$ cat config.mk
export PLATFORM = sky130hd
export DESIGN_NAME = tdm_demux_1x8
export DESIGN_NICKNAME = d
export VERILOG_FILES = /design/src/rtl/tdm_demux_1x8_pkg.sv /design/src/rtl/tdm_demux_1x8_demux_1x2.sv /design/src/rtl/tdm_demux_1x8.sv
export SDC_FILE = /design/constraint.sdc
export NUM_CORES = 1
export LEC_CHECK = 0
export CORE_ASPECT_RATIO = 0.9
export CORE_MARGIN = 3
export CORE_UTILIZATION = 52
export CTS_BUF_LIST = sky130_fd_sc_hd__clkbuf_8
export DETAILED_ROUTE_END_ITERATION = 7
export GPL_TIMING_DRIVEN = 0
export PLACE_DENSITY = 0.86
export SLEW_MARGIN = 20
export SYNTH_ARGS = -nofsm -noshare
export SYNTH_HDL_FRONTEND = slang
export SYNTH_HIERARCHICAL = 1
export SYNTH_SLANG_ARGS = --single-unit
$ cat constraint.sdc
create_clock -name clk -period 5.1 [get_ports clk]
set_clock_uncertainty 0.05 [all_clocks]
set_input_delay 0.51 -clock clk [delete_from_list [all_inputs] [get_ports clk]]
set_output_delay 0.51 -clock clk [all_outputs]
set_load 0.005 [all_outputs]
$ cat src/rtl/tdm_demux_1x8_pkg.sv
// Shared constants and state encoding for the 1:8 TDM receive demultiplexer.
package tdm_demux_1x8_pkg;

    localparam int unsigned LANES = 8;
    localparam int unsigned SEL_W = 3;

    typedef enum logic {
        HUNT = 1'b0,
        FILL = 1'b1
    } state_e;

endpackage

$ cat src/rtl/tdm_demux_1x8_demux_1x2.sv
// 1:2 steering cell: routes an enable to one of two outputs by select.
module tdm_demux_1x8_demux_1x2 (
    input  logic i_in,
    input  logic i_sel,
    output logic o_y0,
    output logic o_y1
);

    assign o_y0 = i_in & ~i_sel;
    assign o_y1 = i_in &  i_sel;

endmodule

$ cat src/rtl/tdm_demux_1x8.sv
// 1:8 TDM demultiplexer: aligns on sync, fills per-lane registers and
// presents each completed 8-lane frame on a valid/ready output register.
module tdm_demux_1x8
    import tdm_demux_1x8_pkg::*;
#(
    parameter int unsigned LANE_W = 1,
    parameter int unsigned LANES  = 8
) (
    input  logic                      clk,
    input  logic                      rst_n,
    input  logic [LANE_W-1:0]         din,
    input  logic                      din_valid,
    input  logic                      din_sync,
    output logic [LANES*LANE_W-1:0]   lane_out,
    output logic [SEL_W-1:0]          slot,
    output logic [LANES*LANE_W-1:0]   frame_data,
    output logic                      frame_valid,
    input  logic                      frame_ready,
    output logic                      sync_err,
    output logic                      overrun,
    input  logic                      clr_overrun
);

    state_e                     r_state;
    state_e                     w_state_d;
    logic [SEL_W-1:0]           r_slot;
    logic [SEL_W-1:0]           w_slot_d;
    logic [LANES*LANE_W-1:0]    r_lane;
    logic [LANES*LANE_W-1:0]    w_lane_d;
    logic [LANES*LANE_W-1:0]    r_frame;
    logic [LANES*LANE_W-1:0]    w_frame_d;
    logic                       r_frame_valid;
    logic                       w_frame_valid_d;
    logic                       r_sync_err;
    logic                       w_sync_err_d;
    logic                       r_overrun;
    logic                       w_overrun_d;

    logic                       w_accept;
    logic [SEL_W-1:0]           w_wr_slot;
    logic                       w_complete;
    logic                       w_load;
    logic                       w_drop;
    logic [1:0]                 w_en_l1;
    logic [3:0]                 w_en_l2;
    logic [7:0]                 w_we;

    // A sync beat always lands in slot 0, whatever slot was expected.
    assign w_accept  = din_valid & ((r_state == FILL) | din_sync);
    assign w_wr_slot = din_sync ? '0 : r_slot;

    tdm_demux_1x8_demux_1x2 u_dmx_l0 (
        .i_in  (w_accept),
        .i_sel (w_wr_slot[2]),
        .o_y0  (w_en_l1[0]),
        .o_y1  (w_en_l1[1])
    );

    for (genvar j = 0; j < 2; j++) begin : g_l1
        tdm_demux_1x8_demux_1x2 u_dmx (
            .i_in  (w_en_l1[j]),
            .i_sel (w_wr_slot[1]),
            .o_y0  (w_en_l2[2*j]),
            .o_y1  (w_en_l2[2*j+1])
        );
    end

    for (genvar k = 0; k < 4; k++) begin : g_l2
        tdm_demux_1x8_demux_1x2 u_dmx (
            .i_in  (w_en_l2[k]),
            .i_sel (w_wr_slot[0]),
            .o_y0  (w_we[2*k]),
            .o_y1  (w_we[2*k+1])
        );
    end

    assign w_complete = w_accept & (w_wr_slot == SEL_W'(LANES - 1));
    assign w_load     = w_complete & (~r_frame_valid | frame_ready);
    assign w_drop     = w_complete & r_frame_valid & ~frame_ready;

    always_comb begin
        w_lane_d = r_lane;
        for (int i = 0; i < LANES; i++) begin
            if (w_we[i]) begin
                w_lane_d[i*LANE_W +: LANE_W] = din;
            end
        end
    end

    always_comb begin
        w_state_d       = r_state;
        w_slot_d        = r_slot;
        w_frame_d       = r_frame;
        w_frame_valid_d = r_frame_valid;
        w_sync_err_d    = 1'b0;
        w_overrun_d     = r_overrun;

        unique case (r_state)
            HUNT: begin
                if (w_accept) begin
                    w_state_d = FILL;
                end
            end
            FILL: begin
                if (din_valid & din_sync & (r_slot != '0)) begin
                    w_sync_err_d = 1'b1;
                end
            end
            default: w_state_d = HUNT;
        endcase

        if (w_accept) begin
            w_slot_d = w_wr_slot + SEL_W'(1);
        end

        // Frame includes the slot-7 beat accepted on this same edge.
        if (w_load) begin
            w_frame_d       = w_lane_d;
            w_frame_valid_d = 1'b1;
        end else if (r_frame_valid & frame_ready) begin
            w_frame_valid_d = 1'b0;
        end

        if (w_drop) begin
            w_overrun_d = 1'b1;
        end else if (clr_overrun) begin
            w_overrun_d = 1'b0;
        end
    end

    always_ff @(posedge clk or negedge rst_n) begin
        if (!rst_n) begin
            r_state       <= HUNT;
            r_slot        <= '0;
            r_lane        <= '0;
            r_frame       <= '0;
            r_frame_valid <= 1'b0;
            r_sync_err    <= 1'b0;
            r_overrun     <= 1'b0;
        end else begin
            r_state       <= w_state_d;
            r_slot        <= w_slot_d;
            r_lane        <= w_lane_d;
            r_frame       <= w_frame_d;
            r_frame_valid <= w_frame_valid_d;
            r_sync_err    <= w_sync_err_d;
            r_overrun     <= w_overrun_d;
        end
    end

    assign lane_out    = r_lane;
    assign slot        = r_slot;
    assign frame_data  = r_frame;
    assign frame_valid = r_frame_valid;
    assign sync_err    = r_sync_err;
    assign overrun     = r_overrun;

endmodule

# Word level (Yosys, flattened, before mapping)
# Cells that the tools add are included.
[totals]
reg_bits = 23
in_bits = 7
out_inout_bits = 22
wordCells = 58
[op_classes]
n_addsub = 1
n_eq_ne = 1
n_mux = 17
bitwise = 29
n_reduce_logical = 3
[ops]
columns = ["operator", "count"]
rows = [
  ["$and 1x1->1", 22],
  ["$mux 1", 16],
  ["$not 1->1", 5],
  ["$reduce_bool 2->1", 2],
  ["$add 3x1->3 const B", 1],
  ["$eq 3x3->1 const B", 1],
  ["$mux 3", 1],
  ["$reduce_bool 3->1", 1],
  ["$or 1x1->1", 2],
]

# Longest topological paths before layout
# Gate-level depths: netlist of the first run.
[logic_depth]
ltp_word = 6
ltp_mapped = 6
mapped_depth_nobuf = 6

# By module
# Netlist of the first run, hierarchy kept.
[modules_own_cells]
columns = ["module", "instances", "cells_per_inst", "area_each_um2"]
rows = [
  ["tdm_demux_1x8", 1, 60, 930.9],
  ["tdm_demux_1x8_demux_1x2", 7, 2, 16.3],
]

# Worst setup path before layout of the first run
# OpenSTA, ideal clock, no wires.
[synth_timing]
path_type = "input to register"
start = "input port din_sync"
end = "register r_frame[0], in the netlist frame_data[0]"
setup_time_ns = 0.125
arrival_ns = 1.795
required_time_ns = 4.925
setup_slack_ns = 3.131
stages = 6
cell_sequence = "o21a_4 -> and2b_2 -> and2b_2 -> and2b_2 -> mux2_2 -> mux2_2"
[synth_via]
elab_chain_cells = 6
elab_cells_between_ends = 13
classes_between = "eq/ne (1); mux (2); bitwise (10)"
[synth_rtl]
columns = ["item", "line", "rtl"]
rows = [
  ["start: declaration", "tdm_demux_1x8.sv:13", "input logic din_sync,"],
  ["$or 1x1->1 / $mux 3 (equally long branches)", "tdm_demux_1x8.sv:49, tdm_demux_1x8.sv:50", ""],
  ["$and 1x1->1 / $not 1->1 (equally long branches)", "tdm_demux_1x8.sv:49, tdm_demux_1x8_demux_1x2.sv:9", ""],
  ["$and 1x1->1 (*)", "tdm_demux_1x8_demux_1x2.sv:9", "assign o_y0 = i_in & ~i_sel;"],
  ["named net w_en_l1[0]", "tdm_demux_1x8.sv:44", "logic [1:0] w_en_l1;"],
  ["$and 1x1->1 (*)", "tdm_demux_1x8_demux_1x2.sv:9", ""],
  ["named net w_en_l2[0]", "tdm_demux_1x8.sv:45", "logic [3:0] w_en_l2;"],
  ["$and 1x1->1 (*)", "tdm_demux_1x8_demux_1x2.sv:9", ""],
  ["named net w_we[0]", "tdm_demux_1x8.sv:46", "logic [7:0] w_we;"],
  ["$mux 1 (*)", "tdm_demux_1x8.sv:84", "if (w_we[i]) begin"],
  ["named net w_lane_d[0]", "tdm_demux_1x8.sv:29", "logic [LANES*LANE_W-1:0] w_lane_d;"],
  ["end signal: assignment", "tdm_demux_1x8.sv:144", "r_frame <= w_frame_d;"],
  ["end: declaration", "tdm_demux_1x8.sv:30", "logic [LANES*LANE_W-1:0] r_frame;"],
]
# Mark *: on every way through the listed nets, which the timed path passes. The rest lies on a longest branch.
# A chain may end at the register's enable or synchronous reset.

# Final worst setup path of the first run
[layout_timing]
start = "input port din_sync"
end = "register r_frame[4], in the netlist frame_data[4]"
[layout_via]
elab_cells_between_ends = 12
classes_between = "eq/ne (1); mux (2); bitwise (9)"
[layout_lines]
columns = ["item", "line", "rtl"]
rows = [
  ["$mux 3", "tdm_demux_1x8.sv:50", "assign w_wr_slot = din_sync ? '0 : r_slot;"],
  ["named net w_wr_slot[2]", "tdm_demux_1x8.sv:40", "logic [SEL_W-1:0] w_wr_slot;"],
  ["$and 1x1->1", "tdm_demux_1x8_demux_1x2.sv:10", "assign o_y1 = i_in & i_sel;"],
  ["named net w_en_l1[1]", "tdm_demux_1x8.sv:44", ""],
  ["$and 1x1->1", "tdm_demux_1x8_demux_1x2.sv:9", ""],
  ["named net w_en_l2[2]", "tdm_demux_1x8.sv:45", ""],
  ["$and 1x1->1", "tdm_demux_1x8_demux_1x2.sv:9", ""],
  ["named net w_we[4]", "tdm_demux_1x8.sv:46", ""],
  ["$mux 1", "tdm_demux_1x8.sv:84", ""],
  ["named net w_lane_d[4]", "tdm_demux_1x8.sv:29", ""],
]
# The timed path passes the listed nets, and every way through them passes these cells.

==> run metrics, run 1 <==
vias 670; Static Leak 0.648 nW; grt ovf 0; dpl cell area 1360 um^2; most used flip-flop cell after synthesis dfrtp_1; CTS Hold Bufs 0; ANT nets after route 0; RSZ-0062 raised after global routing false; Final Instance Area 1400 um^2; cell count after synthesis 74; Slew HR 66.4%; setup TNS 0 ns; Area contributors post-synth dfrtp_1 (55%), mux2_2 (19%), and2b_2 (8.4%), and2_2 (5.0%), ha_1 (2.4%); final core occ 78.1%; Netlist cell types 17; RePlAce Congestion 0.708; sequential group share of total power 47.8%; Initial Util 58.5%; Power per Cell Area 359 nW/um^2; Startpoint Class input port; number of I/O pins 29; Root Buffer clkbuf_8; highest clock rate 0.416 GHz; worst reg-to-reg path cell count 6; DRT iter0 DRCs 3; Setup Viol. Count Final 0; Post-synth top cells dfrtp_1 (23), mux2_2 (18), and2b_2 (10); Worst Hold Class in -> async; Comb pwr share 30.4%; Clock Latency Late Sink 0.26 ns; reg-to-reg startpoint r_state; final hold violations 0; fin nets 116; Worst-Margin Slew 0.504 ns; TritonCTS Buffers 3; worst path required time 5.20 ns; Final Cycle Share 47.1%; Reg clk slew, reported paths 0.08 ns; PortBufs 28; area leader, netlist dfrtp_1; share of layout cells above drive strength 1 40.6%; # DRC 0; peak supply drop 0.295 mV; worst r2r dst frame_data[0]; pre-CTS setup slack 2.43 ns; net switching power 126 uW; leading cell type by number of instances after synthesis dfrtp_1; syn avg cell area 14.1 um^2; synth warn 6; Pint 375 uW; GRT Total Usage 18.1%; Vias/cell 5.15; post-DP HPWL 1450 um; Post-CTS Resized 0; # Max-Cap Violations 0; # diodes 0; postcts setup bufs 0; Post-Syn Area 1040 um^2; Post-synth EDFFs 0; Yosys top cell area share 55.1%; Post-synth ARST share 100%; row count 14; final WL 1900 um; Worst EP arrival 2.50 ns; CTS Sinks 23; CTS tree done; Critical Path Fanout Max 7; width of the die 53.3 um; sw frac 25.1%; WL/cell 14.6 um; status complete, no violations; Reg2Reg Setup Slack 3.15 ns; vias in the first global route 717; drt pass-1 iters 3; clock share of power 21.8%; fin. max-slew vios 0; Die Footprint 2580 um^2; core outline area 1790 um^2; P&R area growth vs syn 33.5%; crit end category register; Crit Path Class in -> reg; flops & latches, synth 23; die height 48.5 um; Max Buffers Root-to-Sink 2; # H-tree levels 1; Final Critical Period 2.40 ns; largest net degree at the start of global routing 24; initial antenna violation count 0; Synth Net Count 83; final setup margin 2.70 ns; first-pass GRT wire length 3490 um; register area share after synthesis 55.1%
## how the worst max path moves through the flow
stage | from | depth (start not counted) | end | slack (ns)
CTS | din_sync | 7 | frame_data[4] | 2.70
finish | din_sync | 7 | frame_data[4] | 2.70
detailed placement | din_sync | 7 | frame_data[4] | 2.43
floorplan | din_sync | 6 | frame_data[0] | 3.13
global route | din_sync | 7 | frame_data[4] | 2.65
global placement | din_sync | 7 | frame_data[4] | 2.48
## kinds of logic (layout without fill, tap and decap cells)
| kind of cell | Yosys count | after routing | share of synthesized area (%) |
|---|---|---|---|
| AO/OA/AOI/OAI | 5 | 5 | 4.55 |
| adder cells (fa/ha/maj) | 2 | 2 | 2.39 |
| buffers and inverters | 1 | 33 | 0.359 |
| flip-flops | 23 | 23 | 55.1 |
| multiplexers | 18 | 18 | 19.4 |
| AND/OR/NAND/NOR | 25 | 25 | 18.2 |
## layout make-up
cell class,instances,area (um^2)
Timing Repair Buffer,28,275
Sequential cell,23,576
Multi-Input combinational cell,50,465
Clock buffer,3,41.3
Inverter,1,3.75
Fill cell,126,392
Clock inverter,1,3.75
Tap cell,24,30.0
## worst max-delay path, cell delays in order
cell	delay, ns
clkdlybuf4s50_1	0.61
and2b_2	0.27
and2_2	0.19
and2b_2	0.19
and2b_2	0.19
mux2_2	0.28
mux2_2	0.26
## power groups by stage
| stage | Clock, mW | Combinational (mW) | Sequential (mW) |
|---|---|---|---|
| 2_1_floorplan | 0 | 0.0563 | 0.244 |
| 3_3_place_gp | 0 | 0.149 | 0.241 |
| 3_5_place_dp | 0 | 0.155 | 0.244 |
| 4_1_cts | 0.112 | 0.156 | 0.240 |
| 5_1_grt | 0.124 | 0.166 | 0.244 |
| 6_report | 0.109 | 0.152 | 0.239 |
## sequential cells by signal, indices dropped and copies added, names as in the netlist
signal / count
frame_valid: 1
overrun: 1
lane_out: 8
r_state: 1
frame_data: 8
sync_err: 1
slot: 3
## per-layer routing
layer	vias up	share of wire (%)	GRT usage, %
met5	-	0	0
met4	0	0.84	3.83
met3	2	5.1	5.52
met1	330	44	23.9
li1	320	-	-
met2	18	50	28.8
## metrics by stage
stage          power [mW]  hold slack, ns  instances
2_1_floorplan       0.300           0.164         74
3_3_place_gp        0.390           0.436        126
3_5_place_dp        0.399           0.441        126
4_1_cts             0.508           0.459        130
5_1_grt             0.534           0.187        130
6_report            0.501           0.155        130
## placed cells by master, fill, tap and decap left out
cell type	netlist	layout
a21o_2	1	1
and2_2	7	7
and2b_2	10	10
buf_2	0	1
clkbuf_8	0	3
clkdlybuf4s50_1	0	27
dfrtp_1	23	23
ha_1	2	2
inv_1	1	2
mux2_2	18	18
nand2_1	2	2
nand2b_1	1	1
nand3_1	2	2
nand3_4	1	1
nor2_1	1	1
nor3_1	1	1
o21a_1	1	1
o21a_4	1	1
o22a_2	1	1
o22ai_1	1	1
No activity file was read; power rests on OpenSTA's default activity.
==> inputs of run 2 (changes only) <==
--- a/config.mk
+++ b/config.mk
@@ -7,11 +7,11 @@
 export LEC_CHECK = 0
 export CORE_ASPECT_RATIO = 0.9
 export CORE_MARGIN = 3
-export CORE_UTILIZATION = 52
+export CORE_UTILIZATION = 49
 export CTS_BUF_LIST = sky130_fd_sc_hd__clkbuf_8
 export DETAILED_ROUTE_END_ITERATION = 7
 export GPL_TIMING_DRIVEN = 0
-export PLACE_DENSITY = 0.86
+export PLACE_DENSITY = 0.81
 export SLEW_MARGIN = 20
 export SYNTH_ARGS = -nofsm -noshare
 export SYNTH_HDL_FRONTEND = slang
==> constraint.sdc (replaced) <==
create_clock -name clk -period 2.3 [get_ports clk]
set_clock_uncertainty 0.05 [all_clocks]
set_input_delay 0.23 -clock clk [delete_from_list [all_inputs] [get_ports clk]]
set_output_delay 0.23 -clock clk [all_outputs]
set_load 0.005 [all_outputs]
==> run 2 against run 1 <==
Net effect:
- via count up 1.2%
- critical path depth unchanged
- sequential power up 120%
- cell count up 1.5%
- first-iteration DRC count down 33%
- setup slack worse by 2.5 ns
- non-clock buffer count up 1
- combinational power up 120%
- critical endpoint unchanged
- global-route usage down 2.4 points
- hold slack better by 0.26 ns
==> run metrics, run 2 (synthesis results as in run 1) <==
status complete, no violations; fin nets 117 (+0.86%); Crit Path Class in -> reg; highest clock rate 0.479 GHz; final setup margin 0.211 ns (-2.49 ns); RePlAce Congestion 0.671 (-5.2%); critical path's largest stage delay 0.59 ns (-0.02 ns); setup TNS 0 ns (unchanged); grt ovf 0 (unchanged); FF+latch area 576 um^2 (unchanged); total power 1.09 mW (+120%); # H-tree levels 1 (unchanged); number of I/O pins 29 (unchanged); die height 49.8 um (+2.6%); Worst EP arrival 2.19 ns (-0.31 ns); Final Critical Period 2.09 ns; peak supply drop 0.503 mV (+71%); commonest non-fill, non-tap cell in the layout clkdlybuf4s50_1; P&R area growth vs syn 34.6%; Clock Latency Late Sink 0.26 ns (about the same); number of fill cells 144 (+14%); Final Cycle Share 90.8%; crit path from din_sync; crit end category register; Post-CTS Resized 0 (unchanged); width of the die 54.7 um (+2.7%); # DRC 0 (unchanged); pre-CTS setup slack -0.0600 ns (-2.49 ns); DRT iter0 DRCs 2 (-1); CTS tree done; # Max-Cap Violations 0 (unchanged); TritonCTS Buffers 3 (unchanged); CP top delay family simple AND/OR/NAND/NOR gates; Startpoint Class input port; final hold violations 0 (unchanged); crit path cell chain clkdlybuf4s50_1 -> and2b_2 -> and2_2 -> and2b_2 -> and2b_2 -> mux2_2 -> mux2_2; vias in the first global route 720 (+0.42%); Bufs and invs on worst path 1 (unchanged); CTS Sinks 23 (unchanged); reg-to-reg startpoint r_state; most frequent cells in the layout clkdlybuf4s50_1 (27), dfrtp_1 (23), mux2_2 (18); PortBufs 28 (unchanged); most frequent CP cell and2b_2; Reg2Reg Setup Slack 0.35 ns (-2.80 ns); initial antenna violation count 0 (unchanged); Static Leak 0.652 nW (+0.64%); share of layout cells above drive strength 1 40.2% (-0.38 points); Root Buffer clkbuf_8; Multi-input gate area 465 um^2 (unchanged); Critical Path Fanout Max 7 (unchanged); worst path required time 2.40 ns (-2.80 ns); crit path max-delay cell type clkdlybuf4s50_1; drt pass-1 iters 3 (unchanged); RSZ-0062 raised after global routing false; Power per Cell Area 777 nW/um^2 (+120%); Initial Util 53.0% (-5.5 points); Max Buffers Root-to-Sink 2 (unchanged); Worst-Margin Slew 0.489 ns (-0.0150 ns); hold_ws 0.416 ns (+0.261 ns); Reg clk slew, reported paths 0.07 ns (about the same); Final Instance Area 1410 um^2 (+0.81%); WL/cell 13.4 um (-8.2%); # diodes 0 (unchanged); Worst Hold Class in -> async; first-pass GRT wire length 3050 um (-13%); GRT Total Usage 15.7% (-2.4 points); Die Footprint 2720 um^2 (+5.4%); vias 678 (+1.2%); largest net degree at the start of global routing 24 (unchanged); fin. max-slew vios 0 (unchanged); dpl cell area 1360 um^2 (about the same); Slew HR 67.4% (+1.0 points); Setup Viol. Count Final 0 (unchanged); core outline area 1970 um^2 (+10%); row count 15 (+1); worst reg-to-reg path cell count 6 (unchanged); Vias/cell 5.14 (-0.34%); final WL 1770 um (-6.8%); ANT nets after route 0 (unchanged); worst r2r dst frame_data[0]
==> run 2: cell types whose count changed in the layout (fill, tap and decap cells not counted) <==
cell	delta
dlygate4sd3_1	+1
==> run 2: power breakdown <==
group	internal (mW)	leakage [nW]	switching, mW
clock	0.119	0.0269	0.116
sequential	0.484	0.298	0.0420
combinational	0.229	0.327	0.103
==> run 2: how the worst max path moves through the flow <==
stage	to	slack [ns]	depth (start not counted)
after floorplan	frame_data[0]	0.44	6
after global placement	frame_data[4]	-0.04	7
after detailed placement	frame_data[4]	-0.06	7
after CTS	frame_data[4]	0.21	7
after global routing	frame_data[4]	0.15	7
final	frame_data[4]	0.21	7
==> run 2: cell type report <==
class | count | share of cell area (%)
multi-input combinational | 50 | 33.1
clock buffer | 3 | 2.94
timing repair buffer | 29 | 20.3
clock inverter | 1 | 0.267
sequential | 23 | 40.9
tap | 25 | 2.22
inverter | 1 | 0.267
==> run 2: worst register-to-register path: stages, from the launching register on <==
cell and delay, ns:
dfrtp_1 0.44, o21a_4 0.25, and2b_2 0.20, and2b_2 0.19, and2b_2 0.19, mux2_2 0.27, mux2_2 0.25
==> run 2: metal layers <==
layer	vias to the layer above	wire (um)	GRT usage [%]
li1	324	-	-
met1	331	780	18.2
met2	19	836	25.0
met3	4	119	5.44
met4	0	31	7.47
met5	-	0	0
==> run 2: timing repair <==
action / in CTS / in global routing
buffers inserted: 0 / 0
endpoints found under the hold margin: 0 / 23
hold buffers: 0 / 1
==> run 2: per-stage QoR <==
step,instances,util [%]
floorplan,74,-
global placement,127,68.8
detailed placement,127,68.8
CTS,131,71.1
global route,132,71.4
finish,132,71.4
==> inputs of run 3 (changes only) <==
--- a/config.mk
+++ b/config.mk
@@ -5,12 +5,11 @@
 export SDC_FILE = /design/constraint.sdc
 export NUM_CORES = 1
 export LEC_CHECK = 0
-export CORE_ASPECT_RATIO = 0.9
+export CORE_ASPECT_RATIO = 1.1
 export CORE_MARGIN = 3
 export CORE_UTILIZATION = 49
 export CTS_BUF_LIST = sky130_fd_sc_hd__clkbuf_8
 export DETAILED_ROUTE_END_ITERATION = 7
-export GPL_TIMING_DRIVEN = 0
 export PLACE_DENSITY = 0.81
 export SLEW_MARGIN = 20
 export SYNTH_ARGS = -nofsm -noshare
==> run 3 against run 2 <==
Net effect:
- die area about the same
- register-to-register slack improved by 0.04 ns
- via count shrank 0.74%
- largest cell class unchanged
- global-route usage fell by 1.1 points
- wire length decreased by 3.9%
- combinational power up 1%
- setup slack better by 0.075 ns
- first-iteration DRC count is 100% lower
- critical path depth unchanged
- non-clock buffer count increased by 3
- clock power about the same
- highest routed layer unchanged
- design area increased by 2.0%
==> run metrics, run 3 (synthesis results as in run 1) <==
status complete, no violations; highest clock rate 0.496 GHz (+3.7%); grt ovf 0 (unchanged); crit path to frame_data[4]; Worst-Margin Slew 0.288 ns (-0.201 ns); core outline area 1900 um^2 (-3.5%); commonest non-fill, non-tap cell in the layout clkdlybuf4s50_1; RSZ-0062 raised after global routing false; Final Cycle Share 87.6% (-3.2 points); Crit Path Class in -> reg; DRT iter0 DRCs 0 (-2); row count 16 (+1); Root Buffer clkbuf_8; # Max-Cap Violations 0 (unchanged); vias in the first global route 655 (-9.0%); most frequent cells in the layout clkdlybuf4s50_1 (28), dfrtp_1 (23), mux2_2 (18); reg-to-reg startpoint r_state; setup TNS 0 ns (unchanged); worst path required time 2.40 ns (about the same); CTS Hold Bufs 0 (unchanged); WL/cell 12.4 um (-7.4%); crit end category register; largest net degree at the start of global routing 24 (unchanged); peak supply drop 0.473 mV (-6.0%); first-pass GRT wire length 2950 um (-3.4%); post-DP HPWL 1280 um; Die Footprint 2720 um^2 (about the same); # DRC 0 (unchanged); Setup Viol. Count Final 0 (unchanged); final hold violations 0 (unchanged); Critical Path Fanout Max 5 (-2); FF+latch area 576 um^2 (unchanged); Worst EP arrival 2.11 ns (-0.08 ns); ANT nets after route 0 (unchanged); final WL 1700 um (-3.9%); Reg clk slew, reported paths 0.07 ns (about the same); # H-tree levels 1 (unchanged); Final Critical Period 2.01 ns (-0.0745 ns); crit path from din_sync; RePlAce Congestion 0.649 (-3.3%); Clock Latency Late Sink 0.26 ns (about the same); number of fill cells 140 (-2.8%); P&R area growth vs syn 37.2%; Max Buffers Root-to-Sink 2 (unchanged); TritonCTS Buffers 3 (unchanged); Power per Cell Area 765 nW/um^2 (-1.5%); Slew HR 80.8% (+13 points); share of layout cells above drive strength 1 41.8% (+1.6 points); drt pass-1 iters 1 (-2); number of I/O pins 29 (unchanged); Startpoint Class input port; # diodes 0 (unchanged); Static Leak 0.668 nW (+2.4%); fin. max-slew vios 0 (unchanged); PortBufs 28 (unchanged); CTS Sinks 23 (unchanged); Vias/cell 4.91 (-4.4%); width of the die 50.0 um (-8.5%); postcts setup bufs 0 (unchanged); dpl cell area 1390 um^2 (+2.4%); Multi-input gate area 465 um^2 (unchanged); Initial Util 54.9% (+1.9 points); hold_ws 0.267 ns (-0.149 ns); vias 673 (-0.74%); die height 54.4 um (+9.3%); fin nets 120 (+2.6%); initial antenna violation count 0 (unchanged); Worst Hold Class in -> async; GRT Total Usage 14.6% (-1.1 points); worst r2r dst frame_data[0]; Post-CTS Resized 0 (unchanged); Reg2Reg Setup Slack 0.39 ns (+0.04 ns); worst reg-to-reg path cell count 6 (unchanged); Final Instance Area 1430 um^2 (+2.0%); CTS tree done
==> run 3: cell types whose count changed in the layout (fill, tap and decap cells not counted), sizes merged <==
cell / change
buf: +3
clkdlybuf4s50: +1
dlygate4sd3: -1
==> run 3: how the worst min path moves through the flow <==
stage	slack [ns]	endpoint	depth (start not counted)	from
3_3_place_gp	0.44	frame_data[5]	1	frame_data[5]
4_1_cts	0.27	lane_out[4]	2	rst_n
5_1_grt	0.29	frame_data[2]	2	rst_n
2_1_floorplan	-0.12	frame_data[0]	0	rst_n
6_report	0.27	lane_out[4]	2	rst_n
3_5_place_dp	0.44	frame_data[3]	1	frame_data[3]
==> run 3: per-stage QoR <==
stage	utilization (%)	power [mW]	std cells	setup WS, ns
6_report	75.4	1.10	137	0.285
5_1_grt	75.4	1.17	137	0.207
4_1_cts	75.4	1.12	137	0.284
3_5_place_dp	73.0	0.880	133	0.00436
3_3_place_gp	73.0	0.868	133	0.0266
2_1_floorplan	-	0.666	74	0.437
==> run 3: layer usage <==
metal  global-route usage, %  vias up  routed length (um)
met2                    26.1       20                 861
met4                    6.91        0                   8
met3                    3.54        2                  99
li1                        -      330                   -
met5                       0        -                   0
met1                    16.5      321                 730
==> run 3: critical path, cell delays in order <==
cell and delay, ns:
clkdlybuf4s50_1 0.54, and2b_2 0.25, and2_2 0.19, and2b_2 0.19, and2b_2 0.19, mux2_2 0.27
mux2_2 0.25
==> run 3: where the power goes <==
| part | internal, mW | total [mW] | switching, mW |
|---|---|---|---|
| registers | 0.484 | 0.528 | 0.0438 |
| clock network | 0.119 | 0.234 | 0.115 |
| logic | 0.234 | 0.336 | 0.102 |
==> run 3: layout make-up <==
class	instances	share of cell area [%]
Tap cell	27	2.36
Clock buffer	3	2.88
Clock inverter	1	0.262
Multi-Input combinational cell	50	32.5
Inverter	1	0.262
Timing Repair Buffer	32	21.6
Sequential cell	23	40.1
